[src/rtl/bit_serializer_pkg.sv]
`default_nettype none
// ============================================================================
// Module      : bit_serializer_pkg
// Description : Shared state encoding and default word width for the bit
//               serializer and its holding-register sub-module.
// Revision    : 1.0 - initial release
// ============================================================================
package bit_serializer_pkg;

    localparam int DEFAULT_WIDTH = 8;

    typedef enum logic [0:0] {
        IDLE  = 1'b0,
        SHIFT = 1'b1
    } state_t;

endpackage
`default_nettype wire

[src/rtl/bit_serializer_hold.sv]
`default_nettype none
// ============================================================================
// Module      : bit_serializer_hold
// Description : One-entry holding register with a full flag. Captures the
//               next word while the shifter is busy; drained by the shifter
//               on its last bit.
// Revision    : 1.0 - initial release
// ============================================================================
module bit_serializer_hold
    import bit_serializer_pkg::*;
#(
    parameter int WIDTH = DEFAULT_WIDTH
) (
    input  logic             clk,
    input  logic             rst,
    input  logic             i_wr,
    input  logic             i_rd,
    input  logic [WIDTH-1:0] i_data,
    output logic [WIDTH-1:0] o_data,
    output logic             o_full
);

    logic [WIDTH-1:0] r_data;
    logic             r_full;

    // Write sets the entry full; a drain only clears the flag. The two never
    // coincide because writes are only accepted while the entry is empty.
    always_ff @(posedge clk) begin
        if (rst) begin
            r_data <= '0;
            r_full <= 1'b0;
        end else if (i_wr) begin
            r_data <= i_data;
            r_full <= 1'b1;
        end else if (i_rd) begin
            r_full <= 1'b0;
        end
    end

    assign o_data = r_data;
    assign o_full = r_full;

endmodule
`default_nettype wire

[src/rtl/bit_serializer.sv]
`default_nettype none
// ============================================================================
// Module      : bit_serializer
// Description : Parallel-to-serial converter with valid/ready load handshake,
//               one-word look-ahead buffer and gapless back-to-back output.
// Revision    : 1.0 - initial release
// ============================================================================
module bit_serializer
    import bit_serializer_pkg::*;
#(
    parameter int WIDTH     = DEFAULT_WIDTH,
    parameter bit MSB_FIRST = 1'b1
) (
    input  logic             clk,
    input  logic             rst,
    input  logic [WIDTH-1:0] data_in,
    input  logic             load_valid,
    output logic             load_ready,
    output logic             dout,
    output logic             dout_valid,
    output logic             busy
);

    localparam int              CNT_W  = (WIDTH > 1) ? $clog2(WIDTH) : 1;
    localparam logic [CNT_W-1:0] C_LAST = CNT_W'(WIDTH - 1);

    state_t           r_state;
    state_t           w_state_nxt;
    logic [WIDTH-1:0] r_shift;
    logic [WIDTH-1:0] w_shift_nxt;
    logic [WIDTH-1:0] w_shift_adv;
    logic [CNT_W-1:0] r_cnt;
    logic [CNT_W-1:0] w_cnt_nxt;
    logic             w_cur_bit;
    logic             w_xfer;
    logic             w_last;
    logic             w_hold_wr;
    logic             w_hold_rd;
    logic             w_hold_full;
    logic [WIDTH-1:0] w_hold_data;

    // The current bit always sits at the outgoing end of the shifter, so the
    // counter is only needed to find the word boundary.
    if (MSB_FIRST) begin : g_msb_first
        assign w_cur_bit   = r_shift[WIDTH-1];
        assign w_shift_adv = {r_shift[WIDTH-2:0], 1'b0};
    end else begin : g_lsb_first
        assign w_cur_bit   = r_shift[0];
        assign w_shift_adv = {1'b0, r_shift[WIDTH-1:1]};
    end

    assign load_ready = !w_hold_full && !rst;
    assign w_xfer     = load_valid && load_ready;
    assign w_last     = (r_state == SHIFT) && (r_cnt == C_LAST);

    bit_serializer_hold #(
        .WIDTH (WIDTH)
    ) u_hold (
        .clk    (clk),
        .rst    (rst),
        .i_wr   (w_hold_wr),
        .i_rd   (w_hold_rd),
        .i_data (data_in),
        .o_data (w_hold_data),
        .o_full (w_hold_full)
    );

    // Next-state logic: load from idle, shift each cycle, and at the word
    // boundary pick held word, then bypass word, else fall back to idle.
    always_comb begin
        w_state_nxt = r_state;
        w_shift_nxt = r_shift;
        w_cnt_nxt   = r_cnt;
        w_hold_wr   = 1'b0;
        w_hold_rd   = 1'b0;
        case (r_state)
            IDLE: begin
                if (w_xfer) begin
                    w_state_nxt = SHIFT;
                    w_shift_nxt = data_in;
                    w_cnt_nxt   = '0;
                end
            end
            SHIFT: begin
                w_shift_nxt = w_shift_adv;
                w_cnt_nxt   = r_cnt + 1'b1;
                if (w_last) begin
                    w_cnt_nxt = '0;
                    if (w_hold_full) begin
                        w_shift_nxt = w_hold_data;
                        w_hold_rd   = 1'b1;
                    end else if (w_xfer) begin
                        w_shift_nxt = data_in;
                    end else begin
                        w_state_nxt = IDLE;
                    end
                end else if (w_xfer) begin
                    w_hold_wr = 1'b1;
                end
            end
            default: begin
                w_state_nxt = IDLE;
            end
        endcase
    end

    // State, shifter and bit counter registers.
    always_ff @(posedge clk) begin
        if (rst) begin
            r_state <= IDLE;
            r_shift <= '0;
            r_cnt   <= '0;
        end else begin
            r_state <= w_state_nxt;
            r_shift <= w_shift_nxt;
            r_cnt   <= w_cnt_nxt;
        end
    end

    // dout is forced low outside payload cycles so a downstream detector
    // only ever sees zeros while idle.
    assign dout_valid = (r_state == SHIFT);
    assign dout       = dout_valid && w_cur_bit;
    assign busy       = (r_state == SHIFT) || w_hold_full;

endmodule
`default_nettype wire

[config.mk]
export PLATFORM = sky130hd
export DESIGN_NAME = bit_serializer
export DESIGN_NICKNAME = d
export VERILOG_FILES = /design/src/rtl/bit_serializer_pkg.sv /design/src/rtl/bit_serializer_hold.sv /design/src/rtl/bit_serializer.sv
export SDC_FILE = /design/constraint.sdc
export NUM_CORES = 1
export LEC_CHECK = 0
export ABC_AREA = 1
export CAP_MARGIN = 15
export CORE_UTILIZATION = 30
export DETAILED_ROUTE_END_ITERATION = 7
export DONT_BUFFER_PORTS = 1
export GPL_ROUTABILITY_DRIVEN = 1
export PLACE_DENSITY = 0.42
export SLEW_MARGIN = 20
export SYNTH_ARGS = -nofsm -noshare
export SYNTH_HDL_FRONTEND = slang
export SYNTH_SLANG_ARGS = --single-unit
[constraint.sdc]
create_clock -name clk -period 3.3 [get_ports clk]
set_input_delay 0.495 -clock clk [delete_from_list [all_inputs] [get_ports clk]]
set_output_delay 0.495 -clock clk [all_outputs]
set_load 0.05 [all_outputs]
==> results_dict.tcl <==
set metrics [dict create \
    status "complete, no violations" \
    synth_top_area_cell "dfxtp_1" \
    cts.reportedPaths.clkPinSlew_ns 0.08 \
    numPortBuffers 0 \
    endpoint_kind "output port" \
    dr_wl_met3_um 103 \
    syn_to_final_growth_pct 4.59 \
    top_layer "met4" \
    routed_via_density 4.73 \
    final_antenna_net_count 0 \
    yosys.area.top_type_share_pct 36.7 \
    synth_fp_nets 180 \
    hold_violations 0 \
    relSlewSlack_pct 53.9 \
    grt_usage_pct 14.3 \
    tightestPinTransition_ns 0.691 \
    holdCritStartpoint "rst" \
    cts_root_buf "clkbuf_8" \
    ios 15 \
    ctsResizeCount 0 \
    worstPathRequired_ns 2.80 \
    finalSetupTns_ns 0 \
    netlist_area_um2 1140 \
    die_w_um 63.8 \
    cap_violations 0 \
    dieArea_um2 4070 \
    crit_fanout 15 \
    skew_ns 0.00759 \
    ys_types 21 \
    wl_um 2690 \
    postCtsHoldBufs 0 \
    wl_met2_um 1260 \
    worstReg2RegStart "dout_valid" \
    max_freq_mhz 444 \
    seq_area_frac_synth_pct 36.7 \
    r2r-end "u_hold.o_data[7]" \
    drive_above_1_share_pct 9.76 \
    firstDrtPassIters 4 \
    fin_crit_sh_pct 68.3 \
    hold_path_class "in2reg" \
    place.gp.congestion 0.784 \
    stdcell_area_um2 1200 \
    crit_arrival_ns 1.76 \
    synth_edf_count 0 \
    grt_setup_unrepaired "no" \
    coreArea_um2 3660 \
    cts.sinks 21 \
    start_kind "flop" \
    clkLatencyLatePin_ns 0.26 \
    start_util_pct 31.3 \
    setup_viol 0 \
    fillerInstances 406 \
    cts-htree-levels 1 \
    place_hpwl_um 1910 \
    num_rows 22 \
    synth_cells 167 \
    drtIter0Drc 21 \
    place_area_um2 1150 \
    final_nets 178 \
    grt_max_degree 17 \
    p_leak_uw 0.000503 \
    hold_path_end "r_shift[3]" \
    fin_crit_ns 2.25 \
    grt_overflow 0 \
    num_antenna_cells 0 \
    synth_area_per_cell_um2 6.86 \
    drc 0 \
    vias 1002 \
    cts_tree "built" \
    synth_flop_cell "dfxtp_1" \
    crit_type "reg2out" \
    antenna_found_initial 0 \
    maxSlewViolCount 0 \
    ys_warn_count 0 \
    grt_pass1_wl_um 4520 \
    ys_async_sr_fraction_pct 0 \
    wl_met1_um 1280 \
    rrSetupSlack_ns 1.39 \
    avgRoutedWirePerCell_um 12.7 \
    grt_pass1_vias 987 \
    r2r_cells 7 \
    cts_buffers 3 \
    clockBufferDepth 2 \
    cts_setup_buffers 0 \
    powerDensity_nw_per_um2 471 \
    synthTopCellsByArea "dfxtp_1 (37%), nand2_1 (19%), a21oi_1 (11%), nand3_1 (5.7%), o21ai_0 (5.2%)" \
    total_power_uw 565 \
    synth_seq_cells 21 \
    ir_worst_vdd_mv 0.164 \
    die_y_um 63.8 \
    whs_path_depth 1 \
]
[critical path, cell delays in order (launching register included)]
cell,delay (ns)
dfxtp_1,0.77
inv_2,0.29
nand2_1,0.44
[stage by stage]
| step | setup slack (ns) | std cells | hold WS, ns | utilization, % |
|---|---|---|---|---|
| 2_1_floorplan | 1.36 | 167 | 0.429 | - |
| 3_3_place_gp | 1.36 | 208 | 0.441 | 31.4 |
| 3_5_place_dp | 1.32 | 208 | 0.449 | 31.4 |
| 4_1_cts | 1.04 | 212 | 0.284 | 32.7 |
| 5_1_grt | 0.979 | 212 | 0.275 | 32.7 |
| 6_report | 1.05 | 212 | 0.288 | 32.7 |
[metal layers]
metal	up-vias	global-route usage, %
met1	449	17.5
met2	12	24.3
met5	-	0
met3	5	3.04
met4	0	5.40
li1	536	-
[where the power goes]
| part | internal [uW] | switching (uW) | leakage [uW] |
|---|---|---|---|
| Sequential | 272 | 18.2 | 0.000172 |
| Clock | 84.1 | 88.3 | 0.0000255 |
| Combinational | 33.0 | 68.7 | 0.000305 |
[how the worst max path moves through the flow]
stage               start   end  depth (start not counted)
2_1_floorplan  dout_valid  busy                          3
3_3_place_gp   dout_valid  busy                          2
3_5_place_dp   dout_valid  busy                          2
4_1_cts        dout_valid  busy                          2
5_1_grt        dout_valid  busy                          2
6_report       dout_valid  busy                          2
[synthesized netlist by cell type, types with 2 or more instances]
library cell,number
nor2_1,3
nand2_1,59
ha_1,2
a21oi_1,25
dfxtp_1,21
buf_4,2
inv_1,11
clkbuf_1,2
o21ai_0,12
inv_2,4
nand3_1,13
nor2_4,2
buf_6,3
[cells in the final DEF (no fill, tap or decap), drive strengths merged]
cell,instances
a21oi,26
buf,1
clkbuf,3
clkinv,1
dfxtp,21
ha,2
inv,15
nand2,60
nand3,13
nor2,7
nor3,1
o21ai,13
o31ai,1
[final cells by class]
class,instances,area [um2],area share (%)
clock buffers,3,41.3,3.45
clock inverters,1,5.00,0.418
inverters,15,56.3,4.70
multi-input cells,123,607,50.7
flip-flops and latches,21,420,35.1
well taps,48,60.1,5.02
repair buffers,1,7.51,0.627
[cell families after synthesis]
group / count (synthesis) / share of synthesized area (%)
compound gates: 40 / 18.4
fa+ha+maj: 2 / 2.19
buf+inv: 23 / 10.3
flops: 21 / 36.7
simple gates: 81 / 32.5
[state kept, by name, indices dropped and copies added (netlist names)]
name and flops:
r_cnt 3, u_hold.o_data 8, u_hold.o_full 1, r_shift 8
dout_valid 1
No activity file was read; power rests on OpenSTA's default activity.
